===== config.mk =====
export PLATFORM = sky130hd
export DESIGN_NAME = osc_ring_seq_flat
export DESIGN_NICKNAME = d
export VERILOG_FILES = /design/src/rtl/osc_ring_seq_if.sv /design/src/rtl/osc_ring_seq.sv /design/src/flat_wrapper.sv
export SDC_FILE = /design/constraint.sdc
export NUM_CORES = 1
export LEC_CHECK = 0
export CORE_ASPECT_RATIO = 0.7
export CORE_MARGIN = 2
export CORE_UTILIZATION = 47
export DETAILED_ROUTE_END_ITERATION = 12
export PLACE_DENSITY_LB_ADDON = 0.12
export SETUP_SLACK_MARGIN = 0.5
export SLEW_MARGIN = 25
export SYNTH_ARGS = -nofsm -noshare
export SYNTH_HDL_FRONTEND = slang
export SYNTH_SLANG_ARGS = --single-unit

===== constraint.sdc =====
create_clock -name ref_clk -period 3.2 [get_ports ref_clk]
set_clock_uncertainty 0.2 [all_clocks]
set_input_delay 0.32 -clock ref_clk [delete_from_list [all_inputs] [get_ports ref_clk]]
set_output_delay 0.32 -clock ref_clk [all_outputs]
set_load 0.005 [all_outputs]

===== src/rtl/osc_ring_seq_if.sv =====
// Control/status bundle between the ring-oscillator sequencer and its loop controller.
// master = loop controller side, slave = osc_ring_seq.
interface osc_ring_seq_if #(
   parameter int unsigned NSTAGE = 5,
   parameter int unsigned LSB_W  = 5,
   parameter int unsigned MSB_W  = 8,
   parameter int unsigned PERB_W = 4
);
   localparam int unsigned MB_W = $clog2(MSB_W + 1);
   localparam int unsigned PB_W = NSTAGE * PERB_W;

   logic              en_req;
   logic [1:0]        inj_mode;
   logic              code_load;
   logic [LSB_W-1:0]  code_lsb;
   logic [MB_W-1:0]   code_msb;
   logic [PB_W-1:0]   perb_base;
   logic              glob_en;
   logic              osc_hold;
   logic              inj_en;
   logic [LSB_W-1:0]  delay_con_lsb;
   logic [MSB_W-1:0]  delay_con_msb;
   logic [PB_W-1:0]   con_perb;
   logic              running;
   logic              code_pend;

   modport master (
      output en_req, inj_mode, code_load, code_lsb, code_msb, perb_base,
      input  glob_en, osc_hold, inj_en, delay_con_lsb, delay_con_msb, con_perb, running, code_pend
   );

   modport slave (
      input  en_req, inj_mode, code_load, code_lsb, code_msb, perb_base,
      output glob_en, osc_hold, inj_en, delay_con_lsb, delay_con_msb, con_perb, running, code_pend
   );
endinterface


===== src/rtl/osc_ring_seq.sv =====
// Start-up/injection sequencer and glitch-safe varactor code driver for an odd-stage ring oscillator.
// Optional per-stage LFSR dither on con_perb when OSC_PERB_DITHER_EN is defined.
module osc_ring_seq #(
   parameter int unsigned NSTAGE   = 5,
   parameter int unsigned LSB_W    = 5,
   parameter int unsigned MSB_W    = 8,
   parameter int unsigned PERB_W   = 4,
   parameter int unsigned HOLD_CYC = 4,
   parameter int unsigned INJ_DIV  = 8
) (
   input  logic          ref_clk,
   input  logic          rst,
   osc_ring_seq_if.slave bus
);
   localparam int unsigned MB_W = $clog2(MSB_W + 1);
   localparam int unsigned PB_W = NSTAGE * PERB_W;
   localparam int unsigned HC_W = (HOLD_CYC > 1) ? $clog2(HOLD_CYC) : 1;
   localparam int unsigned ID_W = $clog2(INJ_DIV);

   typedef enum logic [1:0] {S_OFF, S_HOLD, S_INJ, S_RUN} state_t;

   state_t            state, state_d;
   logic [HC_W-1:0]   hold_cnt, hold_cnt_d;
   logic [ID_W-1:0]   inj_cnt, inj_cnt_d;
   logic              glob_q, glob_d, hold_q, hold_d, inj_q, inj_d, run_q, run_d;
   logic [LSB_W-1:0]  pend_lsb, lsb_q;
   logic [MB_W-1:0]   pend_msb;
   logic [MSB_W-1:0]  msb_q, therm_c;
   logic              pend_q;
   logic [PB_W-1:0]   perb_q, perb_d;
   logic              periodic_c, apply_c;

   assign periodic_c = bus.inj_mode[1];

   // Next state, counters and next-cycle output values
   always_comb begin
      state_d    = state;
      hold_cnt_d = hold_cnt;
      inj_cnt_d  = inj_cnt;
      glob_d     = 1'b0;
      hold_d     = 1'b0;
      inj_d      = 1'b0;
      run_d      = 1'b0;
      if (!bus.en_req) begin
         state_d = S_OFF;
      end else begin
         case (state)
            S_OFF: begin
               state_d    = S_HOLD;
               hold_cnt_d = HC_W'(HOLD_CYC - 1);
            end
            S_HOLD: begin
               if (hold_cnt == '0) begin
                  state_d   = (bus.inj_mode != 2'd0) ? S_INJ : S_RUN;
                  inj_cnt_d = ID_W'(INJ_DIV - 1);
               end else begin
                  hold_cnt_d = hold_cnt - 1'b1;
               end
            end
            S_INJ: begin
               state_d   = S_RUN;
               inj_cnt_d = ID_W'(INJ_DIV - 1);
            end
            S_RUN: begin
               if (!periodic_c || inj_cnt == '0) inj_cnt_d = ID_W'(INJ_DIV - 1);
               else                              inj_cnt_d = inj_cnt - 1'b1;
            end
            default: state_d = S_OFF;
         endcase
      end
      case (state_d)
         S_HOLD: begin glob_d = 1'b1; hold_d = 1'b1; end
         S_INJ:  begin glob_d = 1'b1; hold_d = 1'b1; inj_d = 1'b1; end
         S_RUN:  begin glob_d = 1'b1; run_d = 1'b1; end
         default: ;
      endcase
      // Periodic pulse lands in the cycle the counter reads zero, giving an exact INJ_DIV period
      if (state == S_RUN && state_d == S_RUN && periodic_c && inj_cnt_d == '0) inj_d = 1'b1;
   end

   // Codes only change where the ring is stopped, non-periodic, or just re-injected
   always_comb begin
      apply_c = 1'b0;
      if (pend_q) begin
         case (state)
            S_OFF, S_HOLD: apply_c = 1'b1;
            S_RUN:         apply_c = !periodic_c || inj_q;
            default:       apply_c = 1'b0;
         endcase
      end
      therm_c = '0;
      for (int k = 0; k < int'(MSB_W); k++) therm_c[k] = (MB_W'(k) < pend_msb);
   end

`ifdef OSC_PERB_DITHER_EN
   logic [15:0] lfsr;
   logic [15:0] rot_c;

   always_ff @(posedge ref_clk or posedge rst) begin
      if (rst)                lfsr <= 16'hACE1;
      else if (state == S_RUN) lfsr <= {lfsr[0] ^ lfsr[2] ^ lfsr[3] ^ lfsr[5], lfsr[15:1]};
   end

   always_comb begin
      perb_d = bus.perb_base;
      rot_c  = lfsr;
      if (state == S_RUN) begin
         for (int i = 0; i < int'(NSTAGE); i++) begin
            rot_c = (lfsr >> (i % 16)) | (lfsr << ((16 - (i % 16)) % 16));
            perb_d[i*PERB_W +: PERB_W] = bus.perb_base[i*PERB_W +: PERB_W] + PERB_W'(rot_c);
         end
      end
   end
`else
   assign perb_d = bus.perb_base;
`endif

   always_ff @(posedge ref_clk or posedge rst) begin
      if (rst) begin
         state    <= S_OFF;
         hold_cnt <= '0;
         inj_cnt  <= '0;
         glob_q   <= 1'b0;
         hold_q   <= 1'b0;
         inj_q    <= 1'b0;
         run_q    <= 1'b0;
         pend_lsb <= '0;
         pend_msb <= '0;
         pend_q   <= 1'b0;
         lsb_q    <= '0;
         msb_q    <= '0;
         perb_q   <= '0;
      end else begin
         state    <= state_d;
         hold_cnt <= hold_cnt_d;
         inj_cnt  <= inj_cnt_d;
         glob_q   <= glob_d;
         hold_q   <= hold_d;
         inj_q    <= inj_d;
         run_q    <= run_d;
         perb_q   <= perb_d;
         // A load coinciding with an apply slot wins the pending flag; it waits for the next slot
         if (bus.code_load) begin
            pend_lsb <= bus.code_lsb;
            pend_msb <= bus.code_msb;
            pend_q   <= 1'b1;
         end else if (apply_c) begin
            pend_q   <= 1'b0;
         end
         if (apply_c) begin
            lsb_q <= pend_lsb;
            msb_q <= therm_c;
         end
      end
   end

   assign bus.glob_en       = glob_q;
   assign bus.osc_hold      = hold_q;
   assign bus.inj_en        = inj_q;
   assign bus.running       = run_q;
   assign bus.code_pend     = pend_q;
   assign bus.delay_con_lsb = lsb_q;
   assign bus.delay_con_msb = msb_q;
   assign bus.con_perb      = perb_q;
endmodule


===== src/flat_wrapper.sv =====
// flat-port wrapper written by rule: the top's interface ports become plain ports
module osc_ring_seq_flat 
#(
   parameter int unsigned NSTAGE   = 5,
   parameter int unsigned LSB_W    = 5,
   parameter int unsigned MSB_W    = 8,
   parameter int unsigned PERB_W   = 4,
   parameter int unsigned HOLD_CYC = 4,
   parameter int unsigned INJ_DIV  = 8
)
  (ref_clk, rst, bus_en_req, bus_inj_mode, bus_code_load, bus_code_lsb, bus_code_msb, bus_perb_base, bus_glob_en, bus_osc_hold, bus_inj_en, bus_delay_con_lsb, bus_delay_con_msb, bus_con_perb, bus_running, bus_code_pend);
  osc_ring_seq_if #(.NSTAGE(NSTAGE), .LSB_W(LSB_W), .MSB_W(MSB_W), .PERB_W(PERB_W)) bus_i ();
  input  logic ref_clk;
  input  logic rst;
  input wire logic [$bits(bus_i.en_req)-1:0] bus_en_req;
  input wire logic [$bits(bus_i.inj_mode)-1:0] bus_inj_mode;
  input wire logic [$bits(bus_i.code_load)-1:0] bus_code_load;
  input wire logic [$bits(bus_i.code_lsb)-1:0] bus_code_lsb;
  input wire logic [$bits(bus_i.code_msb)-1:0] bus_code_msb;
  input wire logic [$bits(bus_i.perb_base)-1:0] bus_perb_base;
  output wire logic [$bits(bus_i.glob_en)-1:0] bus_glob_en;
  output wire logic [$bits(bus_i.osc_hold)-1:0] bus_osc_hold;
  output wire logic [$bits(bus_i.inj_en)-1:0] bus_inj_en;
  output wire logic [$bits(bus_i.delay_con_lsb)-1:0] bus_delay_con_lsb;
  output wire logic [$bits(bus_i.delay_con_msb)-1:0] bus_delay_con_msb;
  output wire logic [$bits(bus_i.con_perb)-1:0] bus_con_perb;
  output wire logic [$bits(bus_i.running)-1:0] bus_running;
  output wire logic [$bits(bus_i.code_pend)-1:0] bus_code_pend;
  assign bus_i.en_req = bus_en_req;
  assign bus_i.inj_mode = bus_inj_mode;
  assign bus_i.code_load = bus_code_load;
  assign bus_i.code_lsb = bus_code_lsb;
  assign bus_i.code_msb = bus_code_msb;
  assign bus_i.perb_base = bus_perb_base;
  assign bus_glob_en = bus_i.glob_en;
  assign bus_osc_hold = bus_i.osc_hold;
  assign bus_inj_en = bus_i.inj_en;
  assign bus_delay_con_lsb = bus_i.delay_con_lsb;
  assign bus_delay_con_msb = bus_i.delay_con_msb;
  assign bus_con_perb = bus_i.con_perb;
  assign bus_running = bus_i.running;
  assign bus_code_pend = bus_i.code_pend;
  osc_ring_seq #(.NSTAGE(NSTAGE), .LSB_W(LSB_W), .MSB_W(MSB_W), .PERB_W(PERB_W), .HOLD_CYC(HOLD_CYC), .INJ_DIV(INJ_DIV)) u_core (.ref_clk(ref_clk), .rst(rst), .bus(bus_i));
endmodule

==> summary.md, run 1 <==
| Metric | Value |
|---|---|
| Worst Path Class, Setup | `flip-flop to flip-flop` |
| Post-Synthesis Cell Area | `1980 µm²` |
| CP max-delay cell | `o31ai_1` |
| Pin count of the biggest net entering global routing | `55` |
| Final GP Congestion | `0.831` |
| Fin crit period | `2.11 ns` |
| DRT Wirelength | `just over 4000 µm` |
| Layout cell share with drive strength beyond 1 | `0.124` |
| Outcome | `finished clean` |
| Detailed Route Iter0 Violations | `84` |
| Distinct cells, synth | `27` |
| Clk Latency, worst-skew pair | `0.31 ns` |
| CP Capture Type | `flip-flop` |
| Crit Path Max Fanout | `4` |
| CP cell instances | `inv_1 > ha_1 > nand2_1 > o31ai_1 > inv_1 > ha_1 > nand2_1 > o41ai_2` |
| Hold Crit Class | `primary input to flip-flop` |
| Total power | `1.53 mW` |
| Initial antenna violation count | `0` |
| Die width | `81.5 µm` |
| First-pass GRT wire length | `6730 µm` |
| Port bufs | `72` |
| Area taken by multi-input logic gates | `559 µm²` |
| VDD IR-drop max | `0.000423 V` |
| Final worst setup slack | `1.09 ns` |
| Placed inst area | `2760 µm²` |
| Final count of pins violating max slew | `0` |
| I/O pins | `73` |
| Util after Layout | `0.719` |
| Root buf cell | `clkbuf_8` |
| WP data required | `around 3.2 ns` |
| Hold Buf Count CTS | `0` |
| Worst Setup Start Kind | `flip-flop` |
| Clock sink count | `54` |
| H-Tree Depth | `2` |
| Max Buffers Root-to-Sink | `2` |
| Unrepaired setup endpoints after global routing | `no` |
| Die ar. | `4750 µm²` |
| Pre-CTS setup slack | `1.10 ns` |
| Power Density | `535 nW/µm²` |
| Setup repair bufs after CTS | `0` |
| Hold Crit Depth | `1` |
| DRT Pass-1 Iters | `4` |
| Sequential Area | `1350 µm²` |
| Number of max-cap violations | `0` |
| Worst slew pin tran | `0.647 ns` |
| Fin Setup TNS | `0 ns` |
| Drt drc | `0` |
| Critical path's largest stage delay | `0.48 ns` |
| Filler cell count | `about 260` |
| Grt ovf | `0` |
| WP data arrival | `2.10 ns` |
| Routed Antenna Nets | `0` |
| FP Rows | `19` |
| Sequential fraction of the synthesis area | `0.683` |
| Fmax | `474 MHz` |
| Flops & latches, synth | `54` |
| Resized cells post-CTS | `0` |
| Mapped Cells | `148` |
| Drt via density | `5.08` |
| Reg2Reg Depth | `8` |
| CTS Buf Count | `5` |
| Initial Util | `0.498` |
| Gr usage total | `0.199` |
| Area grow syn2layout | `44.3%` |
| Net Count, Synth | `189` |
| Final setup viols | `0` |
| Relative slew margins | `0.569` |
| Final hold violation count | `0` |
| Non-filler instance count after layout | `around 280` |
| Core area | `3970 µm²` |
| Leak pwr | `1.26 nW` |
| CTS tree | `done` |
| Placed Instances | `270` |
| Vias in the first global route | `1,452` |
| Synthesized area per cell | `13.4 µm²` |
| Post-DP HPWL | `3100 µm` |
| Nets | `266` |
| Final instance area | `2860 µm²` |
| Final period util | `0.660` |
| Chip height | `58.3 µm` |
| Hold slack | `between 0.2 and 0.25 ns` |
| Yosys warns | `0` |
| Clock slew at reported path FFs | `0.09 ns` |
| Number of diodes | `0` |
| Drt wl/cell | `14.9 µm` |
| DR vias | `about 1,400` |
## routing by layer
metal | global-route usage | wire, µm | up-vias
met5 | 0 | 0 | -
met4 | 0.102 | 70 | 0
met3 | 0.109 | 578 | 7
met2 | 0.282 | 1820 | 77
met1 | 0.245 | 1670 | 670
li1 | - | - | 659
## final timing paths
check | slack (ns) | startpoint | endpoint
setup / recovery | 1.09 | u_core.hold_cnt[0] | u_core.bus.inj_en
max in group asynchronous | 2.06 | rst | u_core.hold_cnt[1]
hold reg to reg | 0.31 | u_core.pend_lsb[1] | u_core.bus.delay_con_lsb[1]
hold / removal | 0.24 | bus_perb_base[18] | u_core.bus.con_perb[18]
setup reg to reg | 1.09 | u_core.hold_cnt[0] | u_core.bus.inj_en
min in group asynchronous | 0.31 | rst | u_core.bus.con_perb[10]
## cell usage in the layout, fill, tap and decap left out
cell / instances
a21o_1: 2
a21oi_1: 15
a31oi_1: 7
a41oi_1: 3
and3_1: 2
buf_4: 2
clkbuf_8: 6
clkdlybuf4s50_1: 72
clkinv_2: 1
clkinvlp_4: 1
dfrtp_1: 54
ha_1: 6
inv_1: 12
inv_2: 1
mux2_2: 13
mux2i_1: 1
nand2_1: 7
nand2_2: 1
nand2b_1: 1
nand4_1: 1
nor2_1: 5
nor2b_1: 2
nor3_1: 2
o21a_1: 1
o21ai_0: 3
o21ai_2: 1
o21bai_1: 1
o31ai_1: 1
o41ai_2: 1
or2_2: 1
## final cells by class
class,instances,area share
Clock buffer,6,0.0289
Clock inverter,2,0.00438
Inverter,13,0.0171
Multi-Input combinational cell,77,0.196
Sequential cell,54,0.473
Tap cell,52,0.0228
Timing Repair Buffer,74,0.258
## worst max-delay path: cells and delay by family, from the launching register on
family	cells	cell delay (ns)
adder cells (fa/ha/maj)	2	0.47
AND/OR/NAND/NOR	2	0.17
buffers and inverters	2	0.22
flip-flops	1	0.39
AO/OA/AOI/OAI	2	0.55
## Yosys cell counts
cell	n	share of area
mux2_2	13	0.074
inv_1	13	0.025
a41oi_1	3	0.013
o41ai_2	1	0.0082
or2_2	1	0.0032
nand2_1	7	0.013
a21oi_1	15	0.038
buf_4	1	0.0038
nor2b_1	2	0.0063
a21o_1	2	0.0076
o21ai_2	1	0.0044
o21a_1	1	0.0038
nor3_1	2	0.0051
and3_1	2	0.0063
a31oi_1	7	0.022
o31ai_1	1	0.0038
o21bai_1	1	0.0038
mux2i_1	1	0.0051
dfrtp_1	54	0.68
nand4_1	1	0.0032
buf_1	1	0.0019
nand2_2	1	0.0032
o21ai_0	3	0.0076
nand2b_1	1	0.0032
nor2_1	5	0.0095
clkbuf_1	2	0.0038
ha_1	6	0.038
## power by group
group | switching (mW) | internal, mW
sequential | 0.0534 | 0.761
clock | 0.213 | 0.174
combinational | 0.138 | 0.188
total | 0.404 | 1.12
## logic make-up (layout without fill, tap and decap cells)
kind of cell             after synthesis  in the layout  share of synthesized area
AO/OA/AOI/OAI                         35             35                      0.113
adder cells (fa/ha/maj)                6              6                     0.0379
buffers and inverters                 17             95                     0.0342
flip-flops                            54             54                      0.683
multiplexers                          14             14                     0.0791
AND/OR/NAND/NOR                       22             22                     0.0531
## state kept, by name, summed over array words and instances, names as in the netlist
name	cells
u_core.pend_msb	4
u_core.bus.delay_con_msb	8
u_core.inj_cnt	3
u_core.state	2
u_core.hold_cnt	2
u_core.bus.inj_en	1
u_core.bus.osc_hold	1
u_core.pend_lsb	5
u_core.bus.code_pend	1
u_core.bus.running	1
u_core.bus.delay_con_lsb	5
u_core.bus.con_perb	20
u_core.bus.glob_en	1
(Power assumes the default switching activity.)
==> run 2, diff against run 1 <==
- CORE_UTILIZATION: 47 -> 39
- clock period: 3.2 -> 1.75 ns (I/O delays scaled with it)
==> summary.md, run 2 (synthesized netlist as in run 1, its figures left out) <==
| Metric | Value |
|---|---|
| Outcome | `finished clean (unchanged)` |
| Die width | `89.1 µm (was 81.5 µm)` |
| Worst slew pin tran | `0.496 ns (was 0.647 ns)` |
| Area grow syn2layout | `72.0% (was 44.3%)` |
| Nets | `309 (was 266)` |
| Clock slew at reported path FFs | `0.10 ns (was 0.09 ns)` |
| Worst Setup Start Kind | `flip-flop (unchanged)` |
| Die ar. | `5670 µm² (was 4750 µm²)` |
| WP data required | `1.74 ns (was 3.19 ns)` |
| Crit Path Max Fanout | `3 (was 4)` |
| VDD IR-drop max | `0.000471 V (was 0.000423 V)` |
| Routed Antenna Nets | `0 (unchanged)` |
| Pre-CTS setup slack | `-0.0591 ns (was 1.10 ns)` |
| CTS tree | `done (unchanged)` |
| Post-DP HPWL | `3320 µm (was 3100 µm)` |
| DRT Wirelength | `5340 µm (was 4140 µm)` |
| I/O pins | `73 (unchanged)` |
| Relative slew margins | `0.667 (was 0.569)` |
| Drt drc | `0 (unchanged)` |
| Gr usage total | `0.188 (was 0.199)` |
| Unrepaired setup endpoints after global routing | `yes (was no)` |
| Core area | `4830 µm² (was 3970 µm²)` |
| Grt ovf | `0 (unchanged)` |
| Fin Setup TNS | `0 ns (unchanged)` |
| Layout cell share with drive strength beyond 1 | `0.546 (was 0.124)` |
| Worst path top cell family by delay | `compound AO/OA/AOI/OAI gates (unchanged)` |
| Initial antenna violation count | `0 (unchanged)` |
| Final instance area | `3400 µm² (was 2860 µm²)` |
| DR vias | `1,652 (was 1,413)` |
| Port bufs | `72 (unchanged)` |
| Clk Latency, worst-skew pair | `0.30 ns (was 0.31 ns)` |
| Placed inst area | `2930 µm² (was 2760 µm²)` |
| CP Buf/Inv Count | `2 (unchanged)` |
| Reg2reg setup slack | `0.01 ns (was 1.09 ns)` |
| Leak pwr | `1.53 nW (was 1.26 nW)` |
| Final period util | `0.992 (was 0.660)` |
| Total power | `3.20 mW (was 1.53 mW)` |
| WP data arrival | `1.73 ns (was 2.10 ns)` |
| Final setup viols | `0 (unchanged)` |
| Root buf cell | `clkbuf_8 (unchanged)` |
| Most frequent cells in the layout | `dfrtp_1 (53), buf_2 (36), clkdlybuf4s50_1 (32), buf_4 (29), buf_6 (14) (was clkdlybuf4s50_1 (72), dfrtp_1 (54), a21oi_1 (15), mux2_2 (13), inv_1 (12))` |
| Drt wl/cell | `15.8 µm (was 14.9 µm)` |
| CTS Buf Count | `5 (unchanged)` |
| Hold Buf Count CTS | `0 (unchanged)` |
| Vias in the first global route | `1,709 (was 1,452)` |
| First-pass GRT wire length | `8080 µm (was 6730 µm)` |
| Final count of pins violating max slew | `0 (unchanged)` |
| Detailed Route Iter0 Violations | `126 (was 84)` |
| H-Tree Depth | `2 (unchanged)` |
| Max Buffers Root-to-Sink | `2 (unchanged)` |
| Worst Path Class, Setup | `flip-flop to flip-flop (unchanged)` |
| CP Capture Type | `flip-flop (unchanged)` |
| Power Density | `939 nW/µm² (was 535 nW/µm²)` |
| Initial Util | `0.409 (was 0.498)` |
| Max FFs per register | `20 (unchanged)` |
| CP cell instances | `inv_2 > ha_4 > a21o_1 > nand2_2 > inv_2 > ha_4 > nand2_1 > o41ai_2 (was inv_1 > ha_1 > nand2_1 > o31ai_1 > inv_1 > ha_1 > nand2_1 > o41ai_2)` |
| Critical path's largest stage delay | `0.41 ns (was 0.48 ns)` |
| Final hold violation count | `0 (unchanged)` |
| Fmax | `576 MHz (was 474 MHz)` |
| Fin crit period | `1.74 ns (was 2.11 ns)` |
| Commonest non-fill, non-tap cell in the layout | `dfrtp_1 (was clkdlybuf4s50_1)` |
| Final GP Congestion | `0.815 (was 0.831)` |
| Final worst setup slack | `0.0135 ns (was 1.09 ns)` |
| FP Rows | `21 (was 19)` |
| Number of max-cap violations | `0 (unchanged)` |
| Pin count of the biggest net entering global routing | `55 (unchanged)` |
| Chip height | `63.6 µm (was 58.3 µm)` |
| Util after Layout | `0.704 (was 0.719)` |
| Clock sink count | `54 (unchanged)` |
| Hold Crit Class | `primary input to async pin (was primary input to flip-flop)` |
| Number of diodes | `0 (unchanged)` |
| Drt via density | `4.89 (was 5.08)` |
| DRT Pass-1 Iters | `4 (unchanged)` |
| CP max-delay cell | `dfrtp_1 (was o31ai_1)` |
==> run 2: changes by cell type in the layout (fill, tap and decap cells not counted), sizes merged <==
cell / before / now
buf: 2 / 82
clkdlybuf4s50: 72 / 32
dlygate4sd2: 0 / 2
clkbuf: 6 / 7
clkinvlp: 1 / 2
inv: 13 / 12
==> run 2: repair_timing <==
item,in CTS,in global routing
gates cloned,1,0
endpoints found under the setup margin,70,35
pin swaps,20,6
gates resized for setup,190,30
buffers inserted,21,12
endpoints found under the hold margin,0,0
==> run 2: area by class of cell <==
class	count	area (µm²)
multi-input cells	77	863
clock inverters	2	12.5
clock buffers	6	82.6
inverters	13	52.6
well taps	69	86.3
flip-flops and latches	54	1350
fillers	328	1430
repair buffers	117	953
==> run 2: power by group <==
group          total, mW  internal, mW  switching, mW
sequential          1.50          1.39          0.108
clock              0.723         0.319          0.404
combinational      0.972         0.553          0.419
==> run 2: tightest hold or removal path: stages <==
cell and delay (ns):
clkdlybuf4s50_1 0.45, clkinvlp_4 0.10, buf_12 0.27
==> run 2: layer usage <==
layer / global-route usage / share of wire / routed length, µm
met1: 0.249 / 0.40 / 2150
met3: 0.0760 / 0.093 / 499
met4: 0.0672 / 0.015 / 78
met2: 0.279 / 0.49 / 2610
met5: 0 / 0 / 0
==> run 2: metrics by stage <==
| step | instances | hold slack [ns] |
|---|---|---|
| 2_1_floorplan | 148 | 0.00643 |
| 3_3_place_gp | 296 | 0.285 |
| 3_5_place_dp | 296 | 0.292 |
| 4_1_cts | 326 | 0.0924 |
| 5_1_grt | 338 | 0.0809 |
| 6_report | 338 | 0.0965 |
==> run 2: worst paths after layout <==
check                                             from                     endpoint  cells past startpoint
hold / removal                                     rst            u_core.inj_cnt[1]                      3
min in group ref_clk                  bus_perb_base[8]       u_core.bus.con_perb[8]                      1
setup / recovery                    u_core.hold_cnt[0]            u_core.bus.inj_en                      8
max in group asynchronous                          rst              u_core.state[0]                      3
setup reg to reg                    u_core.hold_cnt[0]            u_core.bus.inj_en                      8
hold reg to reg            u_core.bus.delay_con_lsb[3]  u_core.bus.delay_con_lsb[3]                      1
